==> src/rtl/sqrt_seq_pkg.sv <==
// -----------------------------------------------------------------------------
// sqrt_seq_pkg
// Shared types for the integer square-root sequencer: the FSM state encoding,
// the AU1 opcode constants and the packed control bundle that the decoder
// hands back to the top level.
// -----------------------------------------------------------------------------
package sqrt_seq_pkg;

  // Seven sequencer states in a 3-bit encoding; IDLE must stay at zero so a
  // cleared state register decodes to the all-quiet control word.
  typedef enum logic [2:0] {
    ST_IDLE  = 3'd0,
    ST_LOAD  = 3'd1,
    ST_SHIFT = 3'd2,
    ST_SUB   = 3'd3,
    ST_TEST  = 3'd4,
    ST_WB    = 3'd5,
    ST_DONE  = 3'd6
  } state_t;

  // AU1 opcodes as the datapath expects them.
  localparam logic [1:0] AU_PASS = 2'b00;
  localparam logic [1:0] AU_ADD  = 2'b01;
  localparam logic [1:0] AU_SUB  = 2'b10;
  localparam logic [1:0] AU_SHL  = 2'b11;

  // Every strobe the datapath needs, plus the handshake flags, in one word.
  typedef struct packed {
    logic       busy;
    logic       done;
    logic       rad_ld;
    logic       rem_clr;
    logic       root_clr;
    logic       sh_en;
    logic [1:0] au_op;
    logic       au_tri;
    logic       in_tri;
    logic       rem_ld;
    logic       root_lsb_set;
    logic       rf_oe;
    logic       rf_ws;
    logic       rf_rs;
  } ctrl_t;

endpackage

==> src/rtl/sqrt_seq_decode.sv <==
// -----------------------------------------------------------------------------
// sqrt_seq_decode
// Moore-style decode of the sequencer state into the datapath control bundle.
// The only input other than the state is the AU sign flag, which qualifies the
// remainder/root update during TEST.
//
// Ports:
//   state  in   current sequencer state
//   au_neg in   sign of the AU1 trial subtraction
//   ctrl   out  control bundle (strobes, AU opcode, handshake flags)
// -----------------------------------------------------------------------------
module sqrt_seq_decode
  import sqrt_seq_pkg::*;
(
  input  state_t state,
  input  logic   au_neg,
  output ctrl_t  ctrl
);

  // Start from the all-quiet word (which is also the IDLE decode) and raise
  // only the strobes that belong to the current state.
  always_comb begin
    ctrl       = '0;
    ctrl.au_op = AU_PASS;
    unique case (state)
      ST_IDLE: ;
      ST_LOAD: begin
        ctrl.busy     = 1'b1;
        ctrl.rad_ld   = 1'b1;
        ctrl.rem_clr  = 1'b1;
        ctrl.root_clr = 1'b1;
        ctrl.in_tri   = 1'b1;
      end
      ST_SHIFT: begin
        ctrl.busy  = 1'b1;
        ctrl.sh_en = 1'b1;
        ctrl.au_op = AU_SHL;
      end
      ST_SUB: begin
        ctrl.busy   = 1'b1;
        ctrl.au_op  = AU_SUB;
        ctrl.au_tri = 1'b1;
      end
      ST_TEST: begin
        // A non-negative trial result means the trial bit belongs in the root
        // and the difference becomes the new remainder.
        ctrl.busy         = 1'b1;
        ctrl.au_tri       = 1'b1;
        ctrl.rem_ld       = ~au_neg;
        ctrl.root_lsb_set = ~au_neg;
      end
      ST_WB: begin
        ctrl.busy  = 1'b1;
        ctrl.rf_oe = 1'b1;
        ctrl.rf_ws = 1'b1;
      end
      ST_DONE: begin
        ctrl.busy = 1'b1;
        ctrl.done = 1'b1;
      end
      default: ;
    endcase
  end

endmodule

==> src/rtl/sqrt_seq_ctrl.sv <==
// -----------------------------------------------------------------------------
// sqrt_seq_ctrl
// Self-sequencing controller for the structural integer square-root datapath.
// Runs LOAD, then ITERS rounds of SHIFT/SUB/TEST, then WB and DONE, and
// decodes the state into datapath strobes through sqrt_seq_decode.
//
// Optional feature: define SQRT_SEQ_ABORT_EN to add the abort input, which
// returns a busy sequencer to IDLE at the next edge without a done pulse.
//
// Ports:
//   clk, rst_n           clock, asynchronous active-low reset
//   start                request, sampled only in IDLE
//   au_neg               AU1 sign flag, used in TEST
//   abort                cancel request (SQRT_SEQ_ABORT_EN only)
//   busy, done           handshake (busy outside IDLE, done one cycle)
//   iter                 current root-bit iteration, 0..ITERS-1
//   rad_ld .. rf_rs      datapath strobes and AU1 opcode
// -----------------------------------------------------------------------------
module sqrt_seq_ctrl
  import sqrt_seq_pkg::*;
#(
  parameter  int DATA_W = 8,
  localparam int ITERS  = DATA_W / 2,
  localparam int CNT_W  = $clog2(ITERS)
) (
  input  logic             clk,
  input  logic             rst_n,
  input  logic             start,
  input  logic             au_neg,
`ifdef SQRT_SEQ_ABORT_EN
  input  logic             abort,
`endif
  output logic             busy,
  output logic             done,
  output logic [CNT_W-1:0] iter,
  output logic             rad_ld,
  output logic             rem_clr,
  output logic             root_clr,
  output logic             sh_en,
  output logic [1:0]       au_op,
  output logic             au_tri,
  output logic             in_tri,
  output logic             rem_ld,
  output logic             root_lsb_set,
  output logic             rf_oe,
  output logic             rf_ws,
  output logic             rf_rs
);

  localparam logic [CNT_W-1:0] ITER_LAST = CNT_W'(ITERS - 1);

  state_t state, state_nxt;
  ctrl_t  ctrl;
  logic   last_iter;
  logic   cancel;

  assign last_iter = (iter == ITER_LAST);

`ifdef SQRT_SEQ_ABORT_EN
  assign cancel = abort;
`else
  assign cancel = 1'b0;
`endif

  // Next-state logic. A cancel overrides everything, including a start that
  // arrives in IDLE, so an aborting requester never launches a new run.
  always_comb begin
    state_nxt = state;
    if (cancel) begin
      state_nxt = ST_IDLE;
    end else begin
      unique case (state)
        ST_IDLE:  if (start) state_nxt = ST_LOAD;
        ST_LOAD:  state_nxt = ST_SHIFT;
        ST_SHIFT: state_nxt = ST_SUB;
        ST_SUB:   state_nxt = ST_TEST;
        ST_TEST:  state_nxt = last_iter ? ST_WB : ST_SHIFT;
        ST_WB:    state_nxt = ST_DONE;
        ST_DONE:  state_nxt = ST_IDLE;
        default:  state_nxt = ST_IDLE;
      endcase
    end
  end

  // State register.
  always_ff @(posedge clk or negedge rst_n) begin
    if (!rst_n) state <= ST_IDLE;
    else        state <= state_nxt;
  end

  // Iteration counter: cleared on entry to the loop, advanced only when TEST
  // loops back to SHIFT, so it naturally stops at ITERS-1 and holds there
  // until the next LOAD.
  always_ff @(posedge clk or negedge rst_n) begin
    if (!rst_n) begin
      iter <= '0;
    end else if (cancel && state != ST_IDLE) begin
      iter <= '0;
    end else if (state == ST_LOAD) begin
      iter <= '0;
    end else if (state == ST_TEST && !last_iter) begin
      iter <= iter + CNT_W'(1);
    end
  end

  sqrt_seq_decode u_decode (
    .state  (state),
    .au_neg (au_neg),
    .ctrl   (ctrl)
  );

  assign busy         = ctrl.busy;
  assign done         = ctrl.done;
  assign rad_ld       = ctrl.rad_ld;
  assign rem_clr      = ctrl.rem_clr;
  assign root_clr     = ctrl.root_clr;
  assign sh_en        = ctrl.sh_en;
  assign au_op        = ctrl.au_op;
  assign au_tri       = ctrl.au_tri;
  assign in_tri       = ctrl.in_tri;
  assign rem_ld       = ctrl.rem_ld;
  assign root_lsb_set = ctrl.root_lsb_set;
  assign rf_oe        = ctrl.rf_oe;
  assign rf_ws        = ctrl.rf_ws;
  assign rf_rs        = ctrl.rf_rs;

endmodule

==> config.mk <==
export PLATFORM = sky130hd
export DESIGN_NAME = sqrt_seq_ctrl
export DESIGN_NICKNAME = d
export VERILOG_FILES = /design/src/rtl/sqrt_seq_pkg.sv /design/src/rtl/sqrt_seq_decode.sv /design/src/rtl/sqrt_seq_ctrl.sv
export SDC_FILE = /design/constraint.sdc
export NUM_CORES = 1
export LEC_CHECK = 0
export CELL_PAD_IN_SITES_DETAIL_PLACEMENT = 0
export CELL_PAD_IN_SITES_GLOBAL_PLACEMENT = 1
export CORE_MARGIN = 10
export CORE_UTILIZATION = 27
export DETAILED_ROUTE_END_ITERATION = 7
export PLACE_DENSITY_LB_ADDON = 0.15
export SETUP_SLACK_MARGIN = 0.4
export SLEW_MARGIN = 20
export SYNTH_ARGS = -nofsm -noshare
export SYNTH_HDL_FRONTEND = slang
export SYNTH_SLANG_ARGS = --single-unit
==> constraint.sdc <==
create_clock -name clk -period 2.7 [get_ports clk]
set_input_delay 0.405 -clock clk [delete_from_list [all_inputs] [get_ports clk]]
set_output_delay 0.405 -clock clk [all_outputs]
set_load 0.02 [all_outputs]
; Yosys cells after proc, flatten, opt, wreduce, memory -nomap -nowiden
; Cells that the tools add are included.
[classes]
addsub = 1
n_eq_ne = 8
mux = 14
n_bitwise = 1
reduce_logical = 6
[ops]
columns = op, count
row1 = case mux 3 bit (6 select lines), 1
row2 = equality test 3 bit (second input constant), 3
row3 = two-way mux 3 bit, 3
row4 = two-way mux 2 bit, 4
row5 = equality test 3 x 2 -> 1 bit (second input constant), 2
row6 = OR reduction 6 bit, 1
row7 = two-way mux 1 bit, 5
row8 = case mux 2 bit (2 select lines), 1
row9 = equality test 3 x 1 -> 1 bit (second input constant), 1
row10 = logical NOT 3 bit, 1
row11 = adder 2 x 1 -> 2 bit (second input constant), 1
row12 = equality test 2 bit (second input constant), 1
row13 = != test 2 bit (second input constant), 1
row14 = nonzero test 2 bit, 1
row15 = OR reduction 2 bit, 1
row16 = logical AND 1 bit, 1
row17 = logical NOT 1 bit, 1
row18 = NOT 1 bit, 1
[word_totals]
ff_bits = 5
input_bits = 4

; Depth between registers and ports, before layout
[depth]
depth_word = 5
depth_mapped = 5

; Hierarchy
; Synthesis repeated with hierarchy kept, for this count alone.
[unflattened]
hier_cells = 43
hier_area_um2 = 387.9
[by_module_without_submodules]
columns = mod, n_inst, cells_per_inst, area_each_um2, seq_area_each_um2
row1 = sqrt_seq_ctrl, 1, 22, 242.7, 125.1
row2 = sqrt_seq_decode, 1, 21, 145.1, 0.0

; Worst setup path before layout
; OpenSTA, ideal clock, no wires.
[synth_timing]
path_kind = flip-flop to output port
startpoint = register state[0]
endpoint = output root_lsb_set
arrival_time_ns = 1.710
slack_ns = 0.585
stages_incl_launch_ff = 4
path_buffers = 2
path_cell_list = dfrtp_1 -> buf_2 -> nor4b_1 -> buf_4
[synth_via]
elab_chain_cells = 2
[synth_lines]
columns = element, line
row1 = "start, declared", sqrt_seq_ctrl.sv:52  ; state_t state, state_nxt;
row2 = "start signal, assigned", sqrt_seq_ctrl.sv:88  ; else state <= state_nxt;
row3 = equality test 3 bit, sqrt_seq_decode.sv:25  ; unique case (state)
row4 = two-way mux 2 bit, sqrt_seq_decode.sv:25
row5 = "end, declared", sqrt_seq_ctrl.sv:44  ; output logic root_lsb_set,
; Every way passes these cells.

; Worst setup path in the final report
[layout_timing]
startpoint = register state[2]
endpoint = output au_tri
[layout_via]
elab_chain_cells = 3
[layout_lines]
columns = element, line
row1 = equality test 3 bit or equality test 3 x 2 -> 1 bit (tied branches), sqrt_seq_decode.sv:25
row2 = OR reduction 2 bit (no source line) *, --
row3 = two-way mux 1 bit *, sqrt_seq_decode.sv:25
row4 = "end, declared", sqrt_seq_ctrl.sv:41  ; output logic au_tri,
; Mark *: on every way between the ends. The rest lies on a longest branch, timed or not.

==> impl_metrics.yaml <==
cts:
  h-tree-depth: 1
  insertion_delay_ps: 240
  post_cts_buffers: 0
  cts_buffers: 3
  root_buffer: "clkbuf_4"
  clockBufferDepth: 2
  clock_sinks: 5
  cts_tree: "done"
  path_clk_slew_ps: 40
route:
  wire_per_inst_um: 14.2
  dr.first_iter.drc_count: 0
  ant_nets: 0
  drt-vias-per-instance: 4.88
  drcViolationCount: 0
  dr.pass1.iters: 1
  routed_wl_um: 1030
  vias: 351
synth:
  yosys.area.top_type_share: 0.326
  ys_warn_count: 0
  syn_nets: 49
  syn_inst: 44
  avgSynthCellArea_um2: 8.73
  ys_types: 22
  ys_seq_area_frac: 0.326
  yosysTopAreaCell: "dfrtp_1"
  synth_area_um2: 384
  synth_area_leaders: "dfrtp_1, buf_4, a22o_1"
  yosys_register_bits: 5
placement:
  dpl_worst_slack_ps: 467
  dp.cells: 68
  portBuffers: 19
  globalplace.congestion: 0.711
  dp_hpwl_um: 764
sta:
  fin_ws_ps: 509
  clock_skew_ps: 0.299
  hold_viol_final: 0
  rsz0062_at_grt: "yes"
  achievable-frequency_mhz: 456
  tns_ps: 0
  period_share: 0.811
  setup_violations: 0
  fin_crit_ps: 2190
  maxSlewViolCount: 0
setup_path:
  r2r_end: "iter[0]"
  rr_worst_depth: 4
  cp.arrival_ps: 1790
  cp.required_ps: 2300
  reg2reg_slack_ps: 1400
  r2r-start: "iter[0]"
  cp.depth: 5
  path_buf_inv: 2
  endpoint_kind: "output pin"
  crit_type: "register to output pin"
  path_cells: "nand2b_1 -> inv_1 -> nand2_1 -> o21ai_0 -> clkdlybuf4s50_1"
  critPathLaunch: "state[2]"
  cp_max_fo: 11
  cpPeakStageDelay_ps: 630
  endpoint: "au_tri"
  path_delay_family: "buffers and inverters"
  critPathLaunchType: "register"
  crit_slowest_cell: "clkdlybuf4s50_1"
grt:
  grt_pass1_vias: 416
  grt_overflow_total: 0
  grt_max_degree: 17
  grt_pass1_wl_um: 1930
  antenna_found_initial: 0
  track_usage: 0.0753
run:
  maxCapViolCount: 0
die:
  start_util: 0.292
  fp-row-count: 13
  coreArea_um2: 1320
  io_pins: 21
  die_width_um: 57.7
  dieArea_um2: 3330
  die_h_um: 57.7
run_status:
  outcome: "finished clean"
layout:
  antenna_cells: 0
  drive_gt1_frac: 0.193
  fin_cells: 72
  fillers: 134
  area.sequential_um2: 129
  multi_input_area_um2: 193
  nNetsFinal: 63
  final_common_cell: "clkdlybuf4s50_1"
  area_growth_pct: 46.9
min_path:
  hold_path_class: "input port to asynchronous set/reset pin"
pwr:
  power_leakage_nw: 0.237
  vdd_ir_drop_max_uv: 691
  power.density_nw_per_um2: 1440
-- stage by stage --
stage | hold WS (ps) | power, W | instance area (um2) | utilization
2_1_floorplan | 109 | 0.000536 | 384 | -
3_3_place_gp | 551 | 0.000709 | 520 | 0.395
3_5_place_dp | 576 | 0.000716 | 520 | 0.395
4_1_cts | 388 | 0.000823 | 558 | 0.424
5_1_grt | 386 | 0.000893 | 564 | 0.428
6_report | 388 | 0.000813 | 564 | 0.428
-- Yosys cell counts --
cell type	n
a22o_1	3
buf_4	9
nor2_1	2
nand2b_1	1
and3_1	1
conb_1	1
nor2b_1	2
nand2_1	3
nor3_1	1
and3b_1	1
dfrtp_1	5
o21ai_0	3
ha_1	1
o21bai_1	2
a21oi_1	1
and2_1	1
nor3b_1	1
nor3_2	1
buf_2	1
nor4b_1	1
mux2_2	1
inv_1	2
-- flip-flops by register name (all words and copies together), names as in the netlist --
name / flops
iter: 2
state: 3
-- what timing repair did --
| item | in CTS | in global routing |
|---|---|---|
| setup endpoints to repair | 6 | 9 |
| resized for setup | 2 | 4 |
| hold buffers | 0 | 0 |
| endpoints found under the hold margin | 0 | 0 |
-- report_power, final --
group | switching (W) | internal [W] | total (W)
Clock | 0.0000322 | 0.0000560 | 0.0000882
Sequential | 0.0000874 | 0.000115 | 0.000203
Combinational | 0.000256 | 0.000266 | 0.000522
-- cell families (layout without fill, tap and decap cells) --
kind of cell | after synthesis | in the layout | share of synthesized area
compound gates | 9 | 9 | 0.160
buf+inv | 12 | 25 | 0.208
other cells | 1 | 1 | 0.00976
flops | 5 | 5 | 0.326
fa+ha+maj | 1 | 1 | 0.0326
simple gates | 15 | 15 | 0.235
mux | 1 | 1 | 0.0293
-- final cells by class --
cell class | count | area share
multi-input cells | 27 | 0.341
well taps | 15 | 0.0333
clock buffers | 4 | 0.0466
flip-flops and latches | 5 | 0.228
repair buffers | 19 | 0.337
inverters | 2 | 0.0133
-- layer usage --
metal | global-route usage | routed length [um]
met1 | 0.0667 | 367
met5 | 0 | 0
met4 | 0.0503 | 28
met2 | 0.109 | 468
met3 | 0.0697 | 160
-- how the worst min path moves through the flow --
stage                       start  endpoint  slack [ps]
final                       rst_n   iter[1]         390
after CTS                   rst_n   iter[1]         390
after detailed placement  iter[1]   iter[1]         580
after global placement    iter[1]   iter[1]         550
after floorplan             rst_n   iter[0]         110
after global routing        rst_n  state[1]         390
Note: power is estimated with default switching activity, not from simulation.
